### src/rtl/lsu_axi_master.sv
// Bridges a single-outstanding core load/store request onto an AXI-lite master port.
// Every AXI valid/ready output comes straight from a flop, so no input reaches an output combinationally.
module lsu_axi_master #(
    parameter int DATA_LEN  = 32,
    parameter int STORB_LEN = 4,
    parameter int ADDR_LEN  = 32
) (
    input  logic                 clk,
    input  logic                 rst_n,

    input  logic                 req_valid,
    output logic                 req_ready,
    input  logic                 req_wen,
    input  logic [ADDR_LEN-1:0]  req_addr,
    input  logic [DATA_LEN-1:0]  req_wdata,
    input  logic [STORB_LEN-1:0] req_wstrob,

    output logic                 resp_valid,
    output logic [DATA_LEN-1:0]  resp_rdata,
    output logic                 resp_err,

    output logic                 awvalid,
    input  logic                 awready,
    output logic [ADDR_LEN-1:0]  waddr,

    output logic                 wvalid,
    input  logic                 wready,
    output logic [DATA_LEN-1:0]  wdata,
    output logic [STORB_LEN-1:0] wstrob,

    input  logic                 bvalid,
    output logic                 bready,
    input  logic [2:0]           bresp,

    output logic                 arvalid,
    input  logic                 arready,
    output logic [ADDR_LEN-1:0]  raddr,

    input  logic                 rvalid,
    output logic                 rready,
    input  logic [DATA_LEN-1:0]  rdata,
    input  logic [2:0]           rresp
);

    typedef enum logic [2:0] {
        IDLE,
        RADDR,
        RDATA,
        WREQ,
        WRESP
    } state_t;

    state_t                 state;
    state_t                 state_next;
    logic                   aw_done;
    logic                   aw_done_next;
    logic                   w_done;
    logic                   w_done_next;
    logic                   accept;
    logic                   done;

    logic                   wen_q;
    logic [ADDR_LEN-1:0]    addr_q;
    logic [DATA_LEN-1:0]    wdata_q;
    logic [STORB_LEN-1:0]   wstrob_q;

    assign req_ready = (state == IDLE);
    assign raddr     = addr_q;
    assign waddr     = addr_q;
    assign wdata     = wdata_q;
    assign wstrob    = wstrob_q;

    always_ff @(posedge clk or negedge rst_n) begin
        if (!rst_n) begin
            state   <= IDLE;
            aw_done <= 1'b0;
            w_done  <= 1'b0;
        end else begin
            state   <= state_next;
            aw_done <= aw_done_next;
            w_done  <= w_done_next;
        end
    end

    always_comb begin
        state_next   = state;
        aw_done_next = aw_done;
        w_done_next  = w_done;
        accept       = 1'b0;
        done         = 1'b0;
        case (state)
            IDLE: begin
                if (req_valid) begin
                    accept     = 1'b1;
                    state_next = req_wen ? WREQ : RADDR;
                end
            end
            RADDR: begin
                if (arvalid && arready) begin
                    state_next = RDATA;
                end
            end
            RDATA: begin
                if (rvalid && rready) begin
                    done       = 1'b1;
                    state_next = IDLE;
                end
            end
            WREQ: begin
                // The two write handshakes may land in either order or together.
                if (awvalid && awready) begin
                    aw_done_next = 1'b1;
                end
                if (wvalid && wready) begin
                    w_done_next = 1'b1;
                end
                if (aw_done_next && w_done_next) begin
                    state_next   = WRESP;
                    aw_done_next = 1'b0;
                    w_done_next  = 1'b0;
                end
            end
            WRESP: begin
                if (bvalid && bready) begin
                    done       = 1'b1;
                    state_next = IDLE;
                end
            end
            default: begin
                state_next = IDLE;
            end
        endcase
    end

    always_ff @(posedge clk or negedge rst_n) begin
        if (!rst_n) begin
            arvalid <= 1'b0;
            rready  <= 1'b0;
            awvalid <= 1'b0;
            wvalid  <= 1'b0;
            bready  <= 1'b0;
        end else begin
            arvalid <= (state_next == RADDR);
            rready  <= (state_next == RDATA);
            awvalid <= (state_next == WREQ) && !aw_done_next;
            wvalid  <= (state_next == WREQ) && !w_done_next;
            bready  <= (state_next == WRESP);
        end
    end

    always_ff @(posedge clk or negedge rst_n) begin
        if (!rst_n) begin
            wen_q    <= 1'b0;
            addr_q   <= '0;
            wdata_q  <= '0;
            wstrob_q <= '0;
        end else if (accept) begin
            wen_q    <= req_wen;
            addr_q   <= req_addr;
            wdata_q  <= req_wdata;
            wstrob_q <= req_wstrob;
        end
    end

    // Read data is only refreshed by read completions; the error flag by any completion.
    always_ff @(posedge clk or negedge rst_n) begin
        if (!rst_n) begin
            resp_valid <= 1'b0;
            resp_rdata <= '0;
            resp_err   <= 1'b0;
        end else begin
            resp_valid <= done;
            if (done) begin
                if (wen_q) begin
                    resp_err <= (bresp != 3'd0);
                end else begin
                    resp_err   <= (rresp != 3'd0);
                    resp_rdata <= rdata;
                end
            end
        end
    end

endmodule
### config.mk
export PLATFORM = sky130hd
export DESIGN_NAME = lsu_axi_master
export DESIGN_NICKNAME = d
export VERILOG_FILES = /design/src/rtl/lsu_axi_master.sv
export SDC_FILE = /design/constraint.sdc
export NUM_CORES = 1
export LEC_CHECK = 0
export CAP_MARGIN = 10
export CORE_MARGIN = 10
export CORE_UTILIZATION = 39
export DETAILED_ROUTE_END_ITERATION = 10
export GPL_TIMING_DRIVEN = 0
export PLACE_DENSITY = 0.81
export SLEW_MARGIN = 20
export SYNTH_ARGS = -nofsm -noshare
export SYNTH_HDL_FRONTEND = slang
export SYNTH_SLANG_ARGS = --single-unit
### constraint.sdc
create_clock -name clk -period 2 [get_ports clk]
set_clock_uncertainty 0.05 [all_clocks]
set_input_delay 0.3 -clock clk [delete_from_list [all_inputs] [get_ports clk]]
set_output_delay 0.3 -clock clk [all_outputs]
set_load 0.05 [all_outputs]
==> impl_metrics.yaml <==
yosys:
  ys_seq_elements: 113
  synth_top_family_by_area: "multiplexers"
  synthCells: 297
  synth_xor_area_frac: 0
  synth_top_cells_by_area: "dfrtp_1 62%, mux2_2 23%, buf_4 6.2%"
  avgSynthCellArea_sq_um: 15.5
  yosysWarnings: 0
  synth_compound_gate_area_share: 0.0210
  syn_nets: 412
  muxShareOfSynthArea: 0.250
  ys_seq_area_frac: 0.616
  synth_largest_area_cell: "dfrtp_1"
  synthAdderAreaFrac: 0
  synth.distinct_cells: 29
  synth_area_sq_mm: 0.00459
  yosys.area.top_type_share: 0.616
  synthSimpleGateAreaFrac: 0.0289
floorplanning:
  io_pins: 255
  die_width_um: 129
  die_y_um: 129
  core_region_area_sq_mm: 0.0115
  start_util: 0.400
  rows: 39
  die_area_sq_mm: 0.0165
critical_path:
  critPathRequiredTime_ps: 1650
  cp_slowest_cell: "clkdlybuf4s50_1"
  critPathKind: "reg2out"
  crit_path_end_kind: "output pin"
  rrSetupSlack_ps: 160
  rr_worst_depth: 7
  reg2reg_to: "resp_rdata[16]"
  start_kind: "flop"
  worstPathMaxFanout: 3
  reg2reg_from: "state[1]"
  slowest_delay_ps: 830
  cp_cell_sequence: "clkdlybuf4s50_1"
  crit_buf_inv: 1
  crit_family: "buffers and inverters"
  critical_path_arrival_ps: 1610
routing:
  drt_iter0_markers: 137
  vias: 3377
  drt_first_pass_iters: 4
  wl_per_cell_um: 19.5
  drc: 0
  viasPerCell: 4.67
  wl_mm: 14.1
  antenna_left: 0
sta:
  hold_ws_ps: 341
  rsz0062_at_grt: "false"
  tightest_slew_ps: 567
  setup_violations: 0
  timing.final.crit_share: 0.978
  fmax_mhz: 511
  drv_slew: 0
  relSlewSlack: 0.622
  fin_crit_ps: 1960
  finalHoldViolCount: 0
status:
  status: "finished clean"
clocking:
  cts_tree: "yes"
  clockBufferDepth: 2
  root_buffer: "clkbuf_16"
  worstSkewPairLatency_ps: 400
  htree_num_levels: 4
  cts.sinks: 113
  cts_buffers: 17
  cts.clk_slew.worst_paths_ps: 50
placement:
  gp_congestion: 0.721
  port_buffers: 254
  dp.final_hpwl_mm: 11.4
finish:
  final_common_cell: "clkdlybuf4s50_1"
  area_growth_pct: 70.7
  drive_gt1_frac: 0.286
  nets: 688
  insertedDiodeCount: 0
  final_cell_mix: "206 x clkdlybuf4s50_1, 113 x dfrtp_1, 92 x mux2_2"
  fill_cells: 859
global_routing:
  grt_pass1_vias: 3843
  antenna_found_initial: 0
  overflow: 0
  grt_max_degree: 71
  track_usage: 0.168
  grt_pass1_wl_mm: 21.4
flow_run:
  maxCapViolations: 0
worst_hold_path:
  hold_class: "in2async"
## cell type report
cell class / count / area (sq um) / share of cell area
multi-input cells: 137 / 1380 / 0.176
well taps: 143 / 179 / 0.0228
inverters: 1 / 3.75 / 0.000479
clock buffers: 25 / 495 / 0.0632
repair buffers: 257 / 2570 / 0.327
clock inverters: 1 / 5.00 / 0.000639
flip-flops and latches: 113 / 2830 / 0.361
plain buffers: 46 / 384 / 0.0490
## how the worst max path moves through the flow
| stage | slack, ps | start | cells past startpoint | endpoint |
|---|---|---|---|---|
| floorplan | 50 | state[0] | 2 | req_ready |
| global placement | -3690 | rst_n | 1 | wdata[28] |
| detailed placement | -180 | req_valid | 6 | arvalid |
| CTS | 3 | raddr[15] | 1 | raddr[15] |
| global route | 0.7 | raddr[5] | 1 | raddr[5] |
| finish | 40 | raddr[24] | 1 | raddr[24] |
## cells by family (layout without fill, tap and decap cells)
logic type / count (synthesis) / count (layout)
compound gates: 14 / 14
buf+inv: 47 / 330
flops: 113 / 113
mux: 102 / 102
simple gates: 21 / 21
## layer usage
metal | GRT usage | part of all wire | up-vias
met5 | 0 | 0 | -
met4 | 0.0616 | 0.017 | 0
met3 | 0.0813 | 0.099 | 20
met2 | 0.298 | 0.53 | 149
met1 | 0.167 | 0.35 | 1651
li1 | - | - | 1557
## worst register-to-register path: stages, from the launching register on
cell and delay, ps:
dfrtp_1 360, buf_6 140, nand4b_1 180, a21oi_2 190
and2_1 160, buf_6 140, buf_8 150, mux2_2 350
## per-stage QoR
step / cells / cell area (sq um) / worst slack (ps) / util / TNS (ps)
global route: 723 / 7840 / 0.733 / 0.683 / 0
finish: 723 / 7840 / 43.9 / 0.683 / 0
CTS: 722 / 7810 / 2.71 / 0.681 / 0
global placement: 694 / 7310 / -3690 / 0.638 / -428400
detailed placement: 695 / 7340 / -183 / 0.640 / -11840
floorplan: 297 / 4590 / 50.1 / - / 0
## synth_stat cells (all sizes together)
cell type and number:
o32a 1, a31oi 1, a211oi 1, a22o 3, nand2 2, nor4 1, o21a 1, mux2i 1
inv 1, and2 1, a21oi 5, nor3 2, nor4b 2, dfrtp 113, and3 1, and3b 1
o21ai 2, nand3b 1, mux2 101, nand4b 2, nor2 8, buf 46
## repair_timing
item                       in CTS  in global routing
pin swaps                       0                  1
setup endpoints to repair      38                 68
hold buffers                    1                  0
resized for setup              41                  9
gates cloned                    0                  0
hold endpoints to repair       43                  0
setup buffers                   0                  1
## registers in the layout, summed over array words and instances (netlist names)
register    cells
resp_rdata     32
raddr          32
wstrob          4
arvalid         1
rready          1
bready          1
state           3
wdata          32
wvalid          1
w_done          1
resp_valid      1
wen_q           1
aw_done         1
awvalid         1
resp_err        1
Power is not shown: default switching activity piles up to over one toggle a cycle in this logic, so the estimate is an artifact.
